## config.mk

```make
export PLATFORM = sky130hd
export DESIGN_NAME = spi_master_sequencer
export DESIGN_NICKNAME = d
export VERILOG_FILES = /design/src/rtl/spi_master_sequencer.sv
export SDC_FILE = /design/constraint.sdc
export NUM_CORES = 1
export LEC_CHECK = 0
export CELL_PAD_IN_SITES_DETAIL_PLACEMENT = 1
export CELL_PAD_IN_SITES_GLOBAL_PLACEMENT = 1
export CORE_ASPECT_RATIO = 1.4
export CORE_MARGIN = 4
export CORE_UTILIZATION = 45
export DETAILED_ROUTE_END_ITERATION = 6
export GPL_ROUTABILITY_DRIVEN = 0
export PLACE_DENSITY_LB_ADDON = 0.25
export SLEW_MARGIN = 30
export SYNTH_ARGS = -nofsm -noshare
export SYNTH_HDL_FRONTEND = slang
export SYNTH_SLANG_ARGS = --single-unit
export TNS_END_PERCENT = 30
```

## constraint.sdc

```tcl
create_clock -name PCLK -period 4.37 [get_ports PCLK]
set_input_delay 1.0925 -clock PCLK [delete_from_list [all_inputs] [get_ports PCLK]]
set_output_delay 1.0925 -clock PCLK [all_outputs]
set_load 0.005 [all_outputs]
```

## src/rtl/spi_master_sequencer.sv

```systemverilog
// SPI master sequencer: baud divisor, SCLK/SS generation and shift-register strobes.
// Optional SPI_SS_GAP_EN inserts a GAP state holding ss high for one half-period after each byte.
module spi_master_sequencer #(
    parameter int CNT_W = 12,
    parameter int NBITS = 8
) (
    input  logic       PCLK,
    input  logic       PRESETn,
    input  logic       spe,
    input  logic       start,
    input  logic       cpol,
    input  logic       cpha,
    input  logic [2:0] sppr,
    input  logic [2:0] spr,
    output logic       sclk,
    output logic       ss,
    output logic       send_data,
    output logic       receive_data,
    output logic       flag_high,
    output logic       flags_high,
    output logic       flag_low,
    output logic       flags_low,
    output logic       tip,
    output logic       spif
);

    localparam int EW = $clog2(2 * NBITS + 1);
    localparam logic [EW-1:0] LAST_EDGE = EW'(2 * NBITS - 1);

    typedef enum logic [2:0] {
        IDLE,
        LOAD,
        XFER,
        DONE,
        GAP
    } state_t;

    state_t           state_q, state_d;
    logic [CNT_W-1:0] cnt_q, cnt_d;
    logic [CNT_W-1:0] h_q, h_d;
    logic [EW-1:0]    edge_q, edge_d;
    logic             sclk_q, sclk_d;
    logic             cpol_q, cpol_d;
    logic             cpha_q, cpha_d;

    logic [CNT_W-1:0] h_new;
    logic [CNT_W-1:0] hm1;
    logic [CNT_W-1:0] hm2;
    logic             in_xfer;
    logic             unused_cpha;

    // cpha only matters to the shift register; it is held here for a stable view
    assign unused_cpha = cpha_q;

    assign h_new = (CNT_W'(sppr) + CNT_W'(1)) << ({1'b0, spr} + 4'd1);
    assign hm1   = h_q - CNT_W'(1);
    assign hm2   = h_q - CNT_W'(2);

    always_ff @(posedge PCLK or negedge PRESETn) begin
        if (!PRESETn) begin
            state_q <= IDLE;
            cnt_q   <= '0;
            h_q     <= CNT_W'(2);
            edge_q  <= '0;
            sclk_q  <= 1'b0;
            cpol_q  <= 1'b0;
            cpha_q  <= 1'b0;
        end else begin
            state_q <= state_d;
            cnt_q   <= cnt_d;
            h_q     <= h_d;
            edge_q  <= edge_d;
            sclk_q  <= sclk_d;
            cpol_q  <= cpol_d;
            cpha_q  <= cpha_d;
        end
    end

    always_comb begin
        state_d = state_q;
        cnt_d   = cnt_q;
        h_d     = h_q;
        edge_d  = edge_q;
        sclk_d  = sclk_q;
        cpol_d  = cpol_q;
        cpha_d  = cpha_q;
        unique case (state_q)
            IDLE: begin
                sclk_d = cpol;
                cnt_d  = '0;
                edge_d = '0;
                if (spe && start) begin
                    state_d = LOAD;
                end
            end
            LOAD: begin
                sclk_d = cpol;
                if (!spe) begin
                    state_d = IDLE;
                end else begin
                    h_d     = h_new;
                    cpol_d  = cpol;
                    cpha_d  = cpha;
                    state_d = XFER;
                end
            end
            XFER: begin
                if (!spe) begin
                    state_d = IDLE;
                    sclk_d  = cpol;
                    cnt_d   = '0;
                    edge_d  = '0;
                end else if (cnt_q == hm1) begin
                    cnt_d  = '0;
                    sclk_d = ~sclk_q;
                    edge_d = edge_q + EW'(1);
                    if (edge_q == LAST_EDGE) begin
                        edge_d  = '0;
                        state_d = DONE;
                    end
                end else begin
                    cnt_d = cnt_q + CNT_W'(1);
                end
            end
            DONE: begin
                cnt_d = '0;
`ifdef SPI_SS_GAP_EN
                state_d = spe ? GAP : IDLE;
`else
                state_d = IDLE;
`endif
            end
            GAP: begin
                sclk_d = cpol_q;
                if (!spe || cnt_q == hm1) begin
                    state_d = IDLE;
                    cnt_d   = '0;
                end else begin
                    cnt_d = cnt_q + CNT_W'(1);
                end
            end
            default: begin
                state_d = IDLE;
            end
        endcase
    end

    // Strobes anticipate the SCLK edge that the counter wrap will produce
    assign in_xfer      = (state_q == XFER);
    assign sclk         = sclk_q;
    assign ss           = ~in_xfer;
    assign send_data    = (state_q == LOAD);
    assign receive_data = (state_q == DONE);
    assign spif         = (state_q == DONE);
    assign tip          = (state_q != IDLE);
    assign flag_low     = in_xfer && (cnt_q == hm1) && sclk_q;
    assign flags_low    = in_xfer && (cnt_q == hm2) && sclk_q;
    assign flag_high    = in_xfer && (cnt_q == hm1) && !sclk_q;
    assign flags_high   = in_xfer && (cnt_q == hm2) && !sclk_q;

endmodule

```

# Word-level counts from Yosys, hierarchy flattened
# Index checks and enable logic that the tools add are counted.
# word_totals
reg_bits,34
in_bits,12
output_inout_bits,10
wordCells,65
# op_classes
n_addsub,6
eq_ne,11
shift,1
muxes,18
bitwise_logic,2
reduce_logical,21
# ops
operator,count
$mux 12,3
$pmux 12 s3,1
$eq 12x12->1,2
$mux 3,5
$mux 5,3
$add 12x1->12 const B,1
$pmux 3 s4,1
$shl 4x4->12,1
$sub 12x1->12 const B,1
$sub 12x2->12 const B,1
$pmux 5 s2,1
$reduce_bool 3->1,3
$add 3x1->4 const B,2
$logic_and 1x1->1,7
$eq 3x2->1 const B,2
$ne 3x2->1 const B,2
$reduce_and 2->1,3
$add 5x1->5 const B,1
$eq 5x4->1 const B,1
$ne 2x2->1 const B,2
$reduce_and 4->1,1
$reduce_or 2->1,2
$eq 3x1->1 const B,1
$eq 3x3->1 const B,1
other kinds (8),11

# Longest topological paths before layout
# Gate-level depths: netlist of run 1.
# logic_depth
ltp_word,5
depth_mapped,10
mapped_depth_nobuf,9

# Worst setup path after synthesis of run 1
# OpenSTA, ideal clock, no wires.
# synth_path
path_kind,flip-flop to output port
from,reg h_q[1]
to,out flag_low
arrival_time_ns,2.170
t_required_ns,3.278
setup_slack_ns,1.108
stages_incl_launch_ff,9
n_path_buf,0
path_cell_list,dfstp_2 > inv_1 > ha_1 > and2b_1 > xnor2_1 > nor4_1 > nand4_2 > nor3_1 > and3_1
# synth_between
elab_chain_cells,4
# synth_rtl
item,line,text
"start, declared",40,"logic [CNT_W-1:0] h_q, h_d;"
"start signal, assigned",63,h_q <= CNT_W'(2);
"start signal, assigned",71,h_q <= h_d;
$sub 12x1->12,56,assign hm1 = h_q - CNT_W'(1);
$eq 12x12->1,156,assign flag_low = in_xfer && (cnt_q == hm1) && sclk_q;
$logic_and 1x1->1 (2 in a row),156,
"end, declared",21,"output logic flag_low,"
# No other way between the ends.

# Worst setup path in the final report of run 1
# layout_path
from,reg h_q[2]
to,out flag_low
# The elaborated chain is that of the path after synthesis.

==> results.txt, run 1 <==
Counting flops with a built-in enable in the synthesized netlist gives 0. Setup violations remaining at the end of the flow were counted as 0. The area used by sequential logic in the layout was 802 um^2; the final antenna-violating net count was 0.

The most used flip-flop cell after synthesis is dfrtp_1. The synthesized area divided by synthesized cell count is 8.62 um^2, and the area of combinational cells with multiple inputs is 1810 um^2. The leakage power summed over all cells is 1.33 nW, and the shortest period the worst path allows is 4.22 ns.

Setup repair after global routing could not meet its margin everywhere. For this design the top-level I/O count stands at 22. For the proportion of power drawn by flip-flops and latches, the log shows 0.272. TritonCTS built the clock tree.

The first global-routing pass estimated 12.0 mm of wire. Max capacitance violation total: 0. The run gives 0.293 as the sequential-to-total area share from yosys stat.

The path class of the tightest hold or removal check is reg2reg. The run finished with clean final reports. The logs give 0.590 for the portion of total power attributed to combinational logic and 402 for the post-layout instance count excluding filler cells.

The critical path goes through inv_1, ha_1, nor4b_4, nand3_2, mux2i_1, a211oi_2, nor3_2, buf_4, and3_1, clkdlybuf4s50_1. For the net count after synthesis, the log shows 340. For the cell area after synthesis, the log shows 2730 um^2. In this run the core area contains 33 standard-cell rows. For the count of endpoints failing hold in the final timing report, the log shows 0. Broken down by cell family, the worst path's largest delay share belongs to simple AND/OR/NAND/NOR gates. The die is 73.9 um wide.

The total routing usage reported by global routing came out at 0.207. For this design, the sink count on the clock tree is 32. The synthesis-stage register bit count came out at 32. Dividing total power by cell area gives a power density of 564 nW/um^2.

The critical-path cell with the highest stage delay is dfrtp_1. The tools report the number of slew-limit violations in the final report as 0. The final route contains 2359 vias.

The post-place instance area is 2960 um^2. The starting utilization of the core area was 0.466; the data required time at the worst endpoint was 3.28 ns. The H-tree depth is 2. The root buffer cell chosen for the clock tree is clkbuf_8. The placed instance count is 393. During synthesis, Yosys emitted a total of 0 warnings.

The filler cells instantiated in the layout total 693. The area of the core region came out at 5860 um^2. STA classifies the critical path endpoint as an output port. IR analysis of the VDD net gives a maximum drop of 0.000238 V. Along the worst path, the maximum fanout reaches 6. Leaving out fill and tap cells, the most frequent cell in the layout is nand2_1. The run gives 0.139 as the clock group share of total power.

On the worst path, the slowest cell contributes a delay of 0.47 ns. TritonCTS created 5 clock buffers. The async set-or-reset flop fraction in the synthesized netlist was 1.00; the slew at the pin closest to its max-slew limit was 0.642 ns. Before antenna repair, the detailed router went through 4 iterations. The cell count after synthesis came out at 317. STA classifies the critical path startpoint as a flip-flop. The clock latency on the worst-skew pair was 0.29 ns.

The number of vias per cell after detailed routing is 5.87. The finished cells cover 3080 um^2. The initial antenna violation count is 0, and the routed length per instance is 17.1 um. Data arrives at the worst endpoint at 3.12 ns. The number of antenna diodes was 0; the clock transition at the registers of the reported paths was 0.06 ns. The fraction of layout instances using a drive strength above 1 was 0.123. Summed over all nets, the half-perimeter wirelength after detailed placement is 5.25 mm. Entering global routing, the biggest net connects 33 pins. Summed over all failing endpoints, the final setup total negative slack is 0 ns.

The switching part of the total was 0.464; the number of global-route vias before repair was 2493. Path type of the worst setup path: reg2out. The fmax is 237 MHz, and the maximum count of clock buffers along a single path is 2. The total power was 1.73 mW. The count of distinct cell types in the synthesized netlist was 66; the layout-stage area growth over the synthesis result was 12.5%. The analysis attributes to net switching a power of 0.805 mW.

The net total in the final layout is 354, and the residual overflow from global routing is 0. The die covers 7400 um^2. Counting both buffers and inverters, the worst setup path holds a total of 3. In the layout the commonest cells are 38 x nand2_1, 31 x dfrtp_1, 26 x nor2_1. For this block, the routed nets add up to 6.88 mm of wire.

Between clock sinks in the finished design, the worst skew comes to 0.00531 ns. The count of buffers inserted at the top-level ports came out at 20. Violation count after the first detailed-route iteration: 53. The relative slew slack was 0.572. Share of the clock period used by the worst path after layout: 0.965. In the routed design, unresolved DRC markers number 0. The die is 100 um tall.

For the internal power summed over all cells, the log shows 0.929 mW.
==> state kept, by name, indices dropped and copies added, names as in the netlist <==
name     cells
sclk         1
edge_q       5
cnt_q       12
state_q      2
h_q         12
==> logic make-up (layout without fill, tap and decap cells) <==
group                    Yosys count  count (layout)  share of synthesized area
multiplexers                      12              12                     0.0476
AND/OR/NAND/NOR                  133             133                      0.274
buffers and inverters             30              45                     0.0526
XOR/XNOR                          24              24                     0.0796
AO/OA/AOI/OAI                     75              75                      0.203
adder cells (fa/ha/maj)           11              11                     0.0503
flip-flops                        32              32                      0.293
==> worst paths after layout <==
check                         from        end  slack, ns  cells after the start
setup / recovery            h_q[2]   flag_low       0.15                     10
hold / removal              h_q[1]     h_q[1]       0.50                      2
setup reg to reg            h_q[1]  cnt_q[10]       1.38                     10
hold reg to reg             h_q[1]     h_q[1]       0.50                      2
max in group asynchronous  PRESETn     h_q[1]       2.82                      2
min in group asynchronous  PRESETn   cnt_q[7]       1.21                      2
==> routing by layer <==
| metal | GRT usage | vias up | routed length (um) |
|---|---|---|---|
| li1 | - | 1161 | - |
| met1 | 0.235 | 1148 | 2870 |
| met2 | 0.376 | 33 | 3670 |
| met3 | 0.0381 | 17 | 138 |
| met4 | 0.0739 | 0 | 202 |
| met5 | 0 | - | 0 |
==> power by group through the flow <==
stage / clock (mW) / combinational (mW) / sequential [mW]
2_1_floorplan: 0 / 0.830 / 0.412
3_3_place_gp: 0 / 0.954 / 0.465
3_5_place_dp: 0 / 0.994 / 0.470
4_1_cts: 0.246 / 1.01 / 0.465
5_1_grt: 0.262 / 1.13 / 0.484
6_report: 0.241 / 1.02 / 0.471
==> synthesized netlist by cell type, types with 2 or more instances <==
cell,count,share of area
and2_1,3,0.0069
a21o_1,4,0.011
dfrtp_1,31,0.28
a21oi_1,9,0.016
nor2_1,26,0.036
nor3_1,6,0.011
a221o_1,2,0.0073
ha_1,11,0.050
a211oi_1,2,0.0055
a22oi_1,2,0.0055
mux2_2,4,0.016
buf_6,3,0.012
or2_2,2,0.0046
xor2_1,10,0.032
clkbuf_1,10,0.014
o311ai_0,2,0.0064
nor3b_2,2,0.0092
o21ai_0,18,0.033
nand3b_1,3,0.0082
a31oi_1,2,0.0046
o22a_1,5,0.016
o21bai_1,6,0.016
a211oi_2,2,0.0092
nand2b_1,3,0.0069
mux2i_1,7,0.026
buf_2,4,0.0073
and3_1,8,0.018
nor2b_1,6,0.014
o31ai_1,3,0.0082
nor4_1,4,0.0092
a22o_1,5,0.016
xnor2_1,13,0.042
nand3_1,13,0.024
inv_1,11,0.015
nand2_1,38,0.052
nand4_1,3,0.0069
nor3b_1,4,0.011
nor3_4,2,0.012
==> area by class of cell <==
class / count / share of cell area
Clock buffer: 8 / 0.0293
Multi-Input combinational cell: 255 / 0.588
Tap cell: 70 / 0.0285
Sequential cell: 32 / 0.261
Inverter: 11 / 0.0134
Timing Repair Buffer: 26 / 0.0797
==> tightest hold or removal path, stage by stage, from the launching register on <==
cell and delay [ns]:
dfstp_2 0.39, nand2_1 0.06, o31ai_1 0.06
==> timing repair <==
item,CTS,global route
hold buffers,0,0
endpoints found under the setup margin,2,4
pin swaps,1,0
resized for setup,0,4
buffers inserted,1,0
==> stage by stage <==
step | hold WS (ns) | setup WS, ns | util
final | 0.500 | 0.155 | 0.525
after global routing | 0.542 | -0.0617 | 0.525
after CTS | 0.499 | 0.0612 | 0.521
after detailed placement | 0.491 | 0.307 | 0.504
after global placement | 0.490 | 0.359 | 0.504
after floorplan | 0.469 | 1.11 | -
No activity file was read; power rests on OpenSTA's default activity.
==> run 2, diff against run 1 <==
Settings changed: CAP_MARGIN set to 20.
==> results of run 2 <==
No change in the layout: final DEF, timing and power equal those of run 1.
==> run 3, diff against run 2 <==
Settings changed: CTS_CLUSTER_SIZE set to 30.
==> results of run 3 <==
No change in the layout: final DEF, timing and power equal those of run 1.
